<file path="src/rtl/inst_cache_if.sv">
`default_nettype none
// ============================================================================
//  Module      : inst_cache_if
//  Description : Fetch and memory handshake bundle for the instruction cache.
//                The slave modport is the cache's view; the master modport is
//                the view of the fetcher plus memory controller that surround
//                it.
//                Fetcher side : pc, start_fetch -> fetch_ready, inst, inst_addr
//                Memory side  : mem_req, mem_addr -> mem_byte_valid, mem_byte
//  Revision    : 1.0  initial release
// ============================================================================
interface inst_cache_if;
    logic [31:0] pc;
    logic        start_fetch;
    logic        fetch_ready;
    logic [31:0] inst;
    logic [31:0] inst_addr;
    logic        mem_req;
    logic [31:0] mem_addr;
    logic        mem_byte_valid;
    logic [7:0]  mem_byte;

    modport slave (
        input  pc,
        input  start_fetch,
        output fetch_ready,
        output inst,
        output inst_addr,
        output mem_req,
        output mem_addr,
        input  mem_byte_valid,
        input  mem_byte
    );

    modport master (
        output pc,
        output start_fetch,
        input  fetch_ready,
        input  inst,
        input  inst_addr,
        input  mem_req,
        input  mem_addr,
        output mem_byte_valid,
        output mem_byte
    );
endinterface
`default_nettype wire

</file>
<file path="src/rtl/inst_cache.sv">
`default_nettype none
// ============================================================================
//  Module      : inst_cache
//  Description : Direct-mapped, read-only instruction cache with one 32-bit
//                word per line. A hit answers one cycle after the request is
//                sampled; a miss fetches the word one byte at a time from the
//                memory controller, fills the line and then answers.
//  Ports       : clk_in        system clock
//                rst_in        synchronous active-high reset
//                rdy_in        global ready; low freezes every register
//                rob_clear_up  pipeline flush; aborts the current request
//                bus           inst_cache_if.slave (fetch + memory handshake)
//  Revision    : 1.0  initial release
// ============================================================================
module inst_cache #(
    parameter int INDEX_BITS = 6
) (
    input  wire logic       clk_in,
    input  wire logic       rst_in,
    input  wire logic       rdy_in,
    input  wire logic       rob_clear_up,
    inst_cache_if.slave     bus
);

    localparam int LINES    = 1 << INDEX_BITS;
    localparam int TAG_BITS = 32 - INDEX_BITS - 2;

    typedef enum logic [1:0] {
        S_IDLE = 2'd0,
        S_MISS = 2'd1,
        S_RESP = 2'd2
    } state_t;

    state_t                r_state;
    logic [LINES-1:0]      r_valid;
    logic [TAG_BITS-1:0]   r_tag  [LINES];
    logic [31:0]           r_data [LINES];

    logic [31:0]           r_req_addr;
    logic [1:0]            r_cnt;
    logic [7:0]            r_fill [4];

    logic                  r_fetch_ready;
    logic [31:0]           r_inst;
    logic [31:0]           r_inst_addr;
    logic                  r_mem_req;
    logic [31:0]           r_mem_addr;

    // Lookup uses the live pc so a hit can answer on the sampling edge.
    logic [INDEX_BITS-1:0] w_pc_index;
    logic [TAG_BITS-1:0]   w_pc_tag;
    logic                  w_hit;

    // Fill bookkeeping works from the latched request address.
    logic [INDEX_BITS-1:0] w_req_index;
    logic [TAG_BITS-1:0]   w_req_tag;
    logic [31:0]           w_base;
    logic [31:0]           w_fill_word;
    logic                  w_byte_accept;
    logic                  w_fill_done;

    assign w_pc_index  = bus.pc[INDEX_BITS+1:2];
    assign w_pc_tag    = bus.pc[31:INDEX_BITS+2];
    assign w_hit       = r_valid[w_pc_index] && (r_tag[w_pc_index] == w_pc_tag);

    assign w_req_index = r_req_addr[INDEX_BITS+1:2];
    assign w_req_tag   = r_req_addr[31:INDEX_BITS+2];
    assign w_base      = {r_req_addr[31:2], 2'b00};

    // The last byte goes straight from the bus into the word, so the line
    // and the response are both produced on the edge that accepts it.
    assign w_fill_word = {bus.mem_byte, r_fill[2], r_fill[1], r_fill[0]};

    // A byte counts only when nothing of higher priority owns the edge.
    assign w_byte_accept = !rst_in && rdy_in && !rob_clear_up &&
                           (r_state == S_MISS) && bus.mem_byte_valid;
    assign w_fill_done   = w_byte_accept && (r_cnt == 2'd3);

    // ------------------------------------------------------------------
    // Line storage and fill buffer: no reset needed, validity is tracked
    // separately in r_valid.
    // ------------------------------------------------------------------
    always_ff @(posedge clk_in) begin
        if (w_byte_accept) begin
            r_fill[r_cnt] <= bus.mem_byte;
        end
        if (w_fill_done) begin
            r_tag[w_req_index]  <= w_req_tag;
            r_data[w_req_index] <= w_fill_word;
        end
    end

    // ------------------------------------------------------------------
    // Control FSM with registered outputs.
    // ------------------------------------------------------------------
    always_ff @(posedge clk_in) begin
        if (rst_in) begin
            r_state       <= S_IDLE;
            r_valid       <= '0;
            r_req_addr    <= 32'd0;
            r_cnt         <= 2'd0;
            r_fetch_ready <= 1'b0;
            r_inst        <= 32'd0;
            r_inst_addr   <= 32'd0;
            r_mem_req     <= 1'b0;
            r_mem_addr    <= 32'd0;
        end else if (!rdy_in) begin
            // Global stall: every register holds.
        end else if (rob_clear_up) begin
            // Abort: any partial fill is simply forgotten; valid bits stay.
            r_state       <= S_IDLE;
            r_fetch_ready <= 1'b0;
            r_mem_req     <= 1'b0;
            r_cnt         <= 2'd0;
        end else begin
            case (r_state)
                S_IDLE: begin
                    if (bus.start_fetch) begin
                        r_req_addr <= bus.pc;
                        if (w_hit) begin
                            r_fetch_ready <= 1'b1;
                            r_inst        <= r_data[w_pc_index];
                            r_inst_addr   <= bus.pc;
                            r_state       <= S_RESP;
                        end else begin
                            r_mem_req  <= 1'b1;
                            r_mem_addr <= {bus.pc[31:2], 2'b00};
                            r_cnt      <= 2'd0;
                            r_state    <= S_MISS;
                        end
                    end
                end

                S_MISS: begin
                    if (bus.mem_byte_valid) begin
                        r_cnt      <= r_cnt + 2'd1;
                        r_mem_addr <= w_base + {30'd0, r_cnt} + 32'd1;
                        if (r_cnt == 2'd3) begin
                            r_valid[w_req_index] <= 1'b1;
                            r_mem_req            <= 1'b0;
                            r_fetch_ready        <= 1'b1;
                            r_inst               <= w_fill_word;
                            r_inst_addr          <= r_req_addr;
                            r_state              <= S_RESP;
                        end
                    end
                end

                S_RESP: begin
                    // start_fetch is still high here and is deliberately
                    // ignored; the fetcher drops it after seeing the pulse.
                    r_fetch_ready <= 1'b0;
                    r_state       <= S_IDLE;
                end

                default: begin
                    r_fetch_ready <= 1'b0;
                    r_mem_req     <= 1'b0;
                    r_state       <= S_IDLE;
                end
            endcase
        end
    end

    assign bus.fetch_ready = r_fetch_ready;
    assign bus.inst        = r_inst;
    assign bus.inst_addr   = r_inst_addr;
    assign bus.mem_req     = r_mem_req;
    assign bus.mem_addr    = r_mem_addr;

endmodule
`default_nettype wire

</file>
<file path="src/flat_wrapper.sv">
// flat-port wrapper written by rule: the top's interface ports become plain ports
module inst_cache_flat 
#(
    parameter int INDEX_BITS = 6
)
  (clk_in, rst_in, rdy_in, rob_clear_up, bus_pc, bus_start_fetch, bus_fetch_ready, bus_inst, bus_inst_addr, bus_mem_req, bus_mem_addr, bus_mem_byte_valid, bus_mem_byte);
  inst_cache_if bus_i ();
  input  wire logic clk_in;
  input  wire logic rst_in;
  input  wire logic rdy_in;
  input  wire logic rob_clear_up;
  input wire logic [$bits(bus_i.pc)-1:0] bus_pc;
  input wire logic [$bits(bus_i.start_fetch)-1:0] bus_start_fetch;
  output wire logic [$bits(bus_i.fetch_ready)-1:0] bus_fetch_ready;
  output wire logic [$bits(bus_i.inst)-1:0] bus_inst;
  output wire logic [$bits(bus_i.inst_addr)-1:0] bus_inst_addr;
  output wire logic [$bits(bus_i.mem_req)-1:0] bus_mem_req;
  output wire logic [$bits(bus_i.mem_addr)-1:0] bus_mem_addr;
  input wire logic [$bits(bus_i.mem_byte_valid)-1:0] bus_mem_byte_valid;
  input wire logic [$bits(bus_i.mem_byte)-1:0] bus_mem_byte;
  assign bus_i.pc = bus_pc;
  assign bus_i.start_fetch = bus_start_fetch;
  assign bus_fetch_ready = bus_i.fetch_ready;
  assign bus_inst = bus_i.inst;
  assign bus_inst_addr = bus_i.inst_addr;
  assign bus_mem_req = bus_i.mem_req;
  assign bus_mem_addr = bus_i.mem_addr;
  assign bus_i.mem_byte_valid = bus_mem_byte_valid;
  assign bus_i.mem_byte = bus_mem_byte;
  inst_cache #(.INDEX_BITS(INDEX_BITS)) u_core (.clk_in(clk_in), .rst_in(rst_in), .rdy_in(rdy_in), .rob_clear_up(rob_clear_up), .bus(bus_i));
endmodule
</file>
<file path="config.mk">
export PLATFORM = sky130hd
export DESIGN_NAME = inst_cache_flat
export DESIGN_NICKNAME = d
export VERILOG_FILES = /design/src/rtl/inst_cache_if.sv /design/src/rtl/inst_cache.sv /design/src/flat_wrapper.sv
export SDC_FILE = /design/constraint.sdc
export NUM_CORES = 2
export LEC_CHECK = 0
export BUFFER_PORTS_ARGS = -buffer_cell sky130_fd_sc_hd__buf_2
export CAP_MARGIN = 20
export CORE_MARGIN = 2
export CORE_UTILIZATION = 40
export CTS_CLUSTER_SIZE = 40
export DETAILED_ROUTE_END_ITERATION = 7
export PLACE_DENSITY_LB_ADDON = 0.2
export SYNTH_ARGS = -nofsm -noshare
export SYNTH_HDL_FRONTEND = slang
export SYNTH_SLANG_ARGS = --single-unit
export TNS_END_PERCENT = 100
</file>
<file path="constraint.sdc">
create_clock -name clk_in -period 10.9 [get_ports clk_in]
set_clock_uncertainty 0.1 [all_clocks]
set_input_delay 2.18 -clock clk_in [delete_from_list [all_inputs] [get_ports clk_in]]
set_output_delay 2.18 -clock clk_in [all_outputs]
set_load 0.02 [all_outputs]
</file>
# Word level (Yosys, flattened, before mapping)
# Memories as Yosys holds them, arrays and structs flattened.
# Index checks and enable logic that the tools add are counted.
# op_classes
n_addsub	3
order_cmp	3
eq_ne	15
muxes	45
n_bitwise	2
reduce_logical	20
# ops
cell	n
two-way mux 32 bit	11
one-hot mux 32 bit (2 select lines)	3
OR 64 bit	1
adder 32 x 1 -> 32 bit (second input constant)	1
adder 32 x 2 -> 32 bit	1
== test 24 bit	1
two-way mux 2 bit	9
two-way mux 1 bit	16
AND reduction 5 bit	3
less-than comparator 6 x 7 -> 1 bit (second input constant)	2
inequality test 3 bit (second input constant)	4
AND reduction 6 bit	2
inequality test 2 bit (second input constant)	5
one-hot mux 2 bit (2 select lines)	2
AND reduction 4 bit	2
logical AND 1 bit	7
AND reduction 7 bit	1
binary-select mux 1 bit (select 6 bit)	1
demux 1 bit (select 6 bit)	1
greater-or-equal comparator 6 x 1 -> 1 bit (second input constant)	1
== test 2 bit (second input constant)	2
inequality test 3 x 2 -> 1 bit (second input constant)	1
one-hot mux 1 bit (3 select lines)	1
nonzero test 3 bit	1
other kinds (8)	9
# totals
register_bits	198
mem_bits_rw	3616
output_inout_bits	98
elab_cells	100
mem_count	3
# memory_table
name	depth	word_bits	rd	rd_clocked_by_memory_dff	write_ports	line_no	rtl
u_core.r_data	64	32	1	0	1	inst_cache.sv:37	logic [31:0] r_data [LINES];
u_core.r_tag	64	24	1	0	1	inst_cache.sv:36	logic [TAG_BITS-1:0] r_tag [LINES];
u_core.r_fill	4	8	3	0	1	inst_cache.sv:41	logic [7:0] r_fill [4];

# Longest topological paths before layout
# depth
depth_word	8
depth_mapped	20
depth_no_buf	10

# Worst setup path before layout
# OpenSTA, ideal clock, no wires.
# synth_timing
path_type	input-to-reg
start	input bus_mem_byte_valid
end	memory u_core.r_data[30][0], enable pin
t_arrival_ps	5577
path_slack_ps	4751
stages	5
n_path_buf	0
path_cell_list	nand3_1 > or2_2 > nor3b_1 > nand2_1 > nor2_1
# synth_between
elab_chain_cells	4
# synth_rtl
item	line_no	rtl
start, declared	flat_wrapper.sv:19	input wire logic [$bits(bus_i.mem_byte_valid)-1:0] bus_mem_byte_valid;
logical AND 1 bit	inst_cache.sv:76	(r_state == S_MISS) && bus.mem_byte_valid;
logical AND 1 bit	inst_cache.sv:77	assign w_fill_done = w_byte_accept && (r_cnt == 2'd3);
two-way mux 1 bit	inst_cache.sv:87	if (w_fill_done) begin
two-way mux 1 bit (implied by the code)	inst_cache.sv:89	r_data[w_req_index] <= w_fill_word;
end, declared	inst_cache.sv:37	
# No other way between the ends.

# Worst setup path in the final report
# layout_timing
start	input bus_pc[2]
end	register u_core.r_mem_addr[28], in the netlist u_core.bus.mem_addr[28]
# layout_between
elab_chain_cells	5
# layout_rtl
item	line_no	rtl
start, declared	flat_wrapper.sv:12	input wire logic [$bits(bus_i.pc)-1:0] bus_pc;
memory read (64 x 24 bit) or binary-select mux 1 bit (select 6 bit) (tied branches)	n/a	
== test 24 bit or two-way mux 1 bit (tied branches)	inst_cache.sv:64	assign w_hit = r_valid[w_pc_index] && (r_tag[w_pc_index] == w_pc_tag);
logical AND 1 bit (*)	inst_cache.sv:64	
inequality test 2 bit (no source line) (*)	n/a	
AND reduction 6 bit (no source line) (*)	n/a	
end signal, assigned	inst_cache.sv:127	r_mem_addr <= {bus.pc[31:2], 2'b00};
end signal, assigned	inst_cache.sv:137	r_mem_addr <= w_base + {30'd0, r_cnt} + 32'd1;
end, declared	inst_cache.sv:47	logic [31:0] r_mem_addr;
# Mark *: on every way between the ends. The rest lies on a longest branch, timed or not. The select of a mux whose other input is x is not followed.
# A chain may end at the register's enable or synchronous reset.

==> results.cfg <==
[clock_network]
ctsRootBufferMaster = clkbuf_16
post_cts_buffers = 0
path_clk_slew_ns = 0.06
clock-sinks = 3806
cts-resized-gates = 0
cts.htree.levels = 5
tritoncts = yes
clockBufferDepth = 4
cts_hold_buf = 0
cts_buffers = 384
worstSkewPairLatency_ns = 0.99

[route]
wl_um = 467800
drc = 0
viasPerCell = 6.188
firstDrtPassIters = 6
num_vias = 76440
drt_iter0_drc = 11130
wl_per_cell_um = 37.87
ant_nets = 0

[setup_path]
r2r-start = u_core.r_state[0]
cp_max_fo = 94
cp-endpoint = u_core.bus.mem_addr[28]
critPathLaunchType = input port
crit_path_end_kind = register
rr_endpoint = u_core.r_data[26][3]
startpoint = bus_pc[2]
crit_required_ns = 11.70
r2r_slack_ns = 4.78
cp.arrival_ns = 8.56
path_class = input port to register
rr_worst_depth = 10

[layout]
utilization_pct = 45.69
multi_input_area_um2 = 33010
fin_nets = 7248
area_delta_synth_final_pct = 13.80
seqCellArea_um2 = 112300
drive_gt1_share_pct = 27.64
fillCellCount = 30490

[synthesis]
ys_seq_area_share_pct = 76.53
synth.mux.area_fraction_pct = 16.83
synth_compound_area_share_pct = 2.967
ys_types = 72
synthMostInstantiatedCell = edfxtp_1
synthFlopType = edfxtp_1
synthCells = 6780
yosys.area.top_type = edfxtp_1
ys_top_cells_by_area = edfxtp_1, mux4_2, dfxtp_1
synth_top_cell_area_share_pct = 73.83
synth_commonest_cells = edfxtp_1, mux4_2, mux2i_1
yosysWarnings = 0
synth_area_per_cell_um2 = 21.65
synth_fp_nets = 6830
synth_simple_gate_area_share_pct = 2.035
synth_top_family_by_area = multiplexers
ys_async_sr_fraction_pct = 0
netlist_area_um2 = 146800
postSynthRegisterBits = 3806
synth_edf_count = 3608
synth_xor_area_share_pct = 0.2566
synth_fa_ha_area_share_pct = 0.03410

[global_routing]
grt_usage_pct = 24.82
grt_max_degree = 125
grt_antenna_before_repair = 23
first_global_vias = 75440
grt.overflow.total = 0
grt_pass1_wl_um = 636800

[die]
core-area_um2 = 365500
start_util_pct = 40.15
pin_count = 144
core.rowCount = 222
design.die.area_um2 = 371700
die_width_um = 609.7
die_y_um = 609.7

[sta]
min_period_ns = 7.753
fin_crit_sh_pct = 71.13
fmax_mhz = 129.0
slew_violations = 0
relSlewSlack_pct = 6.948
tightest_slew_ns = 1.396
hold_viol = 0
whs_ns = 0.3490
rsz0062_at_grt = false
setup_viol = 0
tns_ns = 0

[job]
drv_cap = 0

[power]
p_per_area_nw_per_um2 = 181.2
max-vdd-ir-drop_v = 0.0001646
power.leakage_uw = 0.05151

[place]
finalWeightedCongestion = 0.8416
hpwlAfterDp_um = 256200
port_buffers = 143

[run_status]
status = complete, no violations

[min_path]
hold_path_class = register to register
-- layout make-up --
| cell class | count | share of cell area, % |
|---|---|---|
| Inverter | 13 | 0.03671 |
| Multi-Input combinational cell | 2565 | 19.76 |
| Tap cell | 4816 | 3.608 |
| Timing Repair Buffer | 428 | 1.889 |
| Sequential cell | 3806 | 67.27 |
| Clock inverter | 235 | 1.253 |
| Antenna cell | 7 | 0.01049 |
| Clock buffer | 483 | 6.172 |
-- critical path, stage by stage --
cell	delay [ns]
buf_12	0.51
buf_4	0.72
mux4_2	0.59
a221oi_1	0.33
o21ai_0	0.15
or3_1	0.44
a211o_1	0.32
or4_1	0.68
nor4_4	0.72
buf_4	0.49
a21o_2	0.87
mux2i_1	0.29
-- registers in the layout, summed over array words and instances, names as in the netlist --
| register | flops |
|---|---|
| u_core.r_valid | 64 |
| u_core.r_tag | 1536 |
| u_core.bus.fetch_ready | 1 |
| u_core.r_data | 2048 |
| u_core.bus.mem_req | 1 |
| u_core.r_state | 2 |
| u_core.r_fill | 24 |
| u_core.bus.inst_addr | 32 |
| u_core.r_req_addr | 32 |
| u_core.bus.mem_addr | 32 |
| u_core.bus.inst | 32 |
| u_core.r_cnt | 2 |
-- cells in the final DEF (no fill, tap or decap), types with 88 or more instances in the layout --
cell type / count
a211oi_1: 115
clkinv_2: 90
edfxtp_1: 3608
buf_2: 137
dfxtp_1: 174
a22oi_1: 88
mux2i_1: 314
buf_4: 266
clkbuf_16: 397
mux4_2: 944
nand2_1: 254
-- power by group --
| part | total [uW] | switching, uW | internal (uW) |
|---|---|---|---|
| Sequential | 15900 | 10.7 | 15900 |
| Combinational | 1260 | 773 | 484 |
| Clock | 13100 | 5680 | 7460 |
-- routing by layer --
metal / track usage [%] / wire length [um] / share of wire, %
met5: 0 / 24 / 0.0051
met4: 8.150 / 17270 / 3.7
met3: 3.742 / 39810 / 8.5
met2: 39.42 / 220900 / 47
met1: 35.30 / 189800 / 41
-- metrics by stage --
stage,power [uW],instances,instance area [um^2],setup slack (ns)
after global routing,31000,12350,167000,3.001
after detailed placement,17430,11630,154500,2.201
after floorplan,16980,6780,146800,4.751
after CTS,30410,12340,166900,3.223
after global placement,17430,11620,154500,2.213
final,30260,12350,167000,3.147
-- worst min-delay path by stage --
stage	startpoint	end	slack, ns	cells after the start
after floorplan	u_core.r_valid[18]	u_core.r_valid[18]	0.32	1
after global placement	u_core.r_valid[9]	u_core.r_valid[9]	0.33	1
after detailed placement	u_core.r_valid[16]	u_core.r_valid[16]	0.34	1
after CTS	u_core.r_valid[11]	u_core.r_valid[11]	0.35	1
after global routing	u_core.r_valid[16]	u_core.r_valid[16]	0.36	1
final	u_core.r_valid[18]	u_core.r_valid[18]	0.35	1
-- kinds of logic (layout without fill, tap and decap cells) --
logic type               count (synthesis)  in the layout
AO/OA/AOI/OAI                          597            597
AND/OR/NAND/NOR                        637            637
adder cells (fa/ha/maj)                  4              4
buffers and inverters                  409           1159
flip-flops                            3806           3806
other                                    0              7
multiplexers                          1284           1284
XOR/XNOR                                43             43
Power figures use the tool's default switching activity.
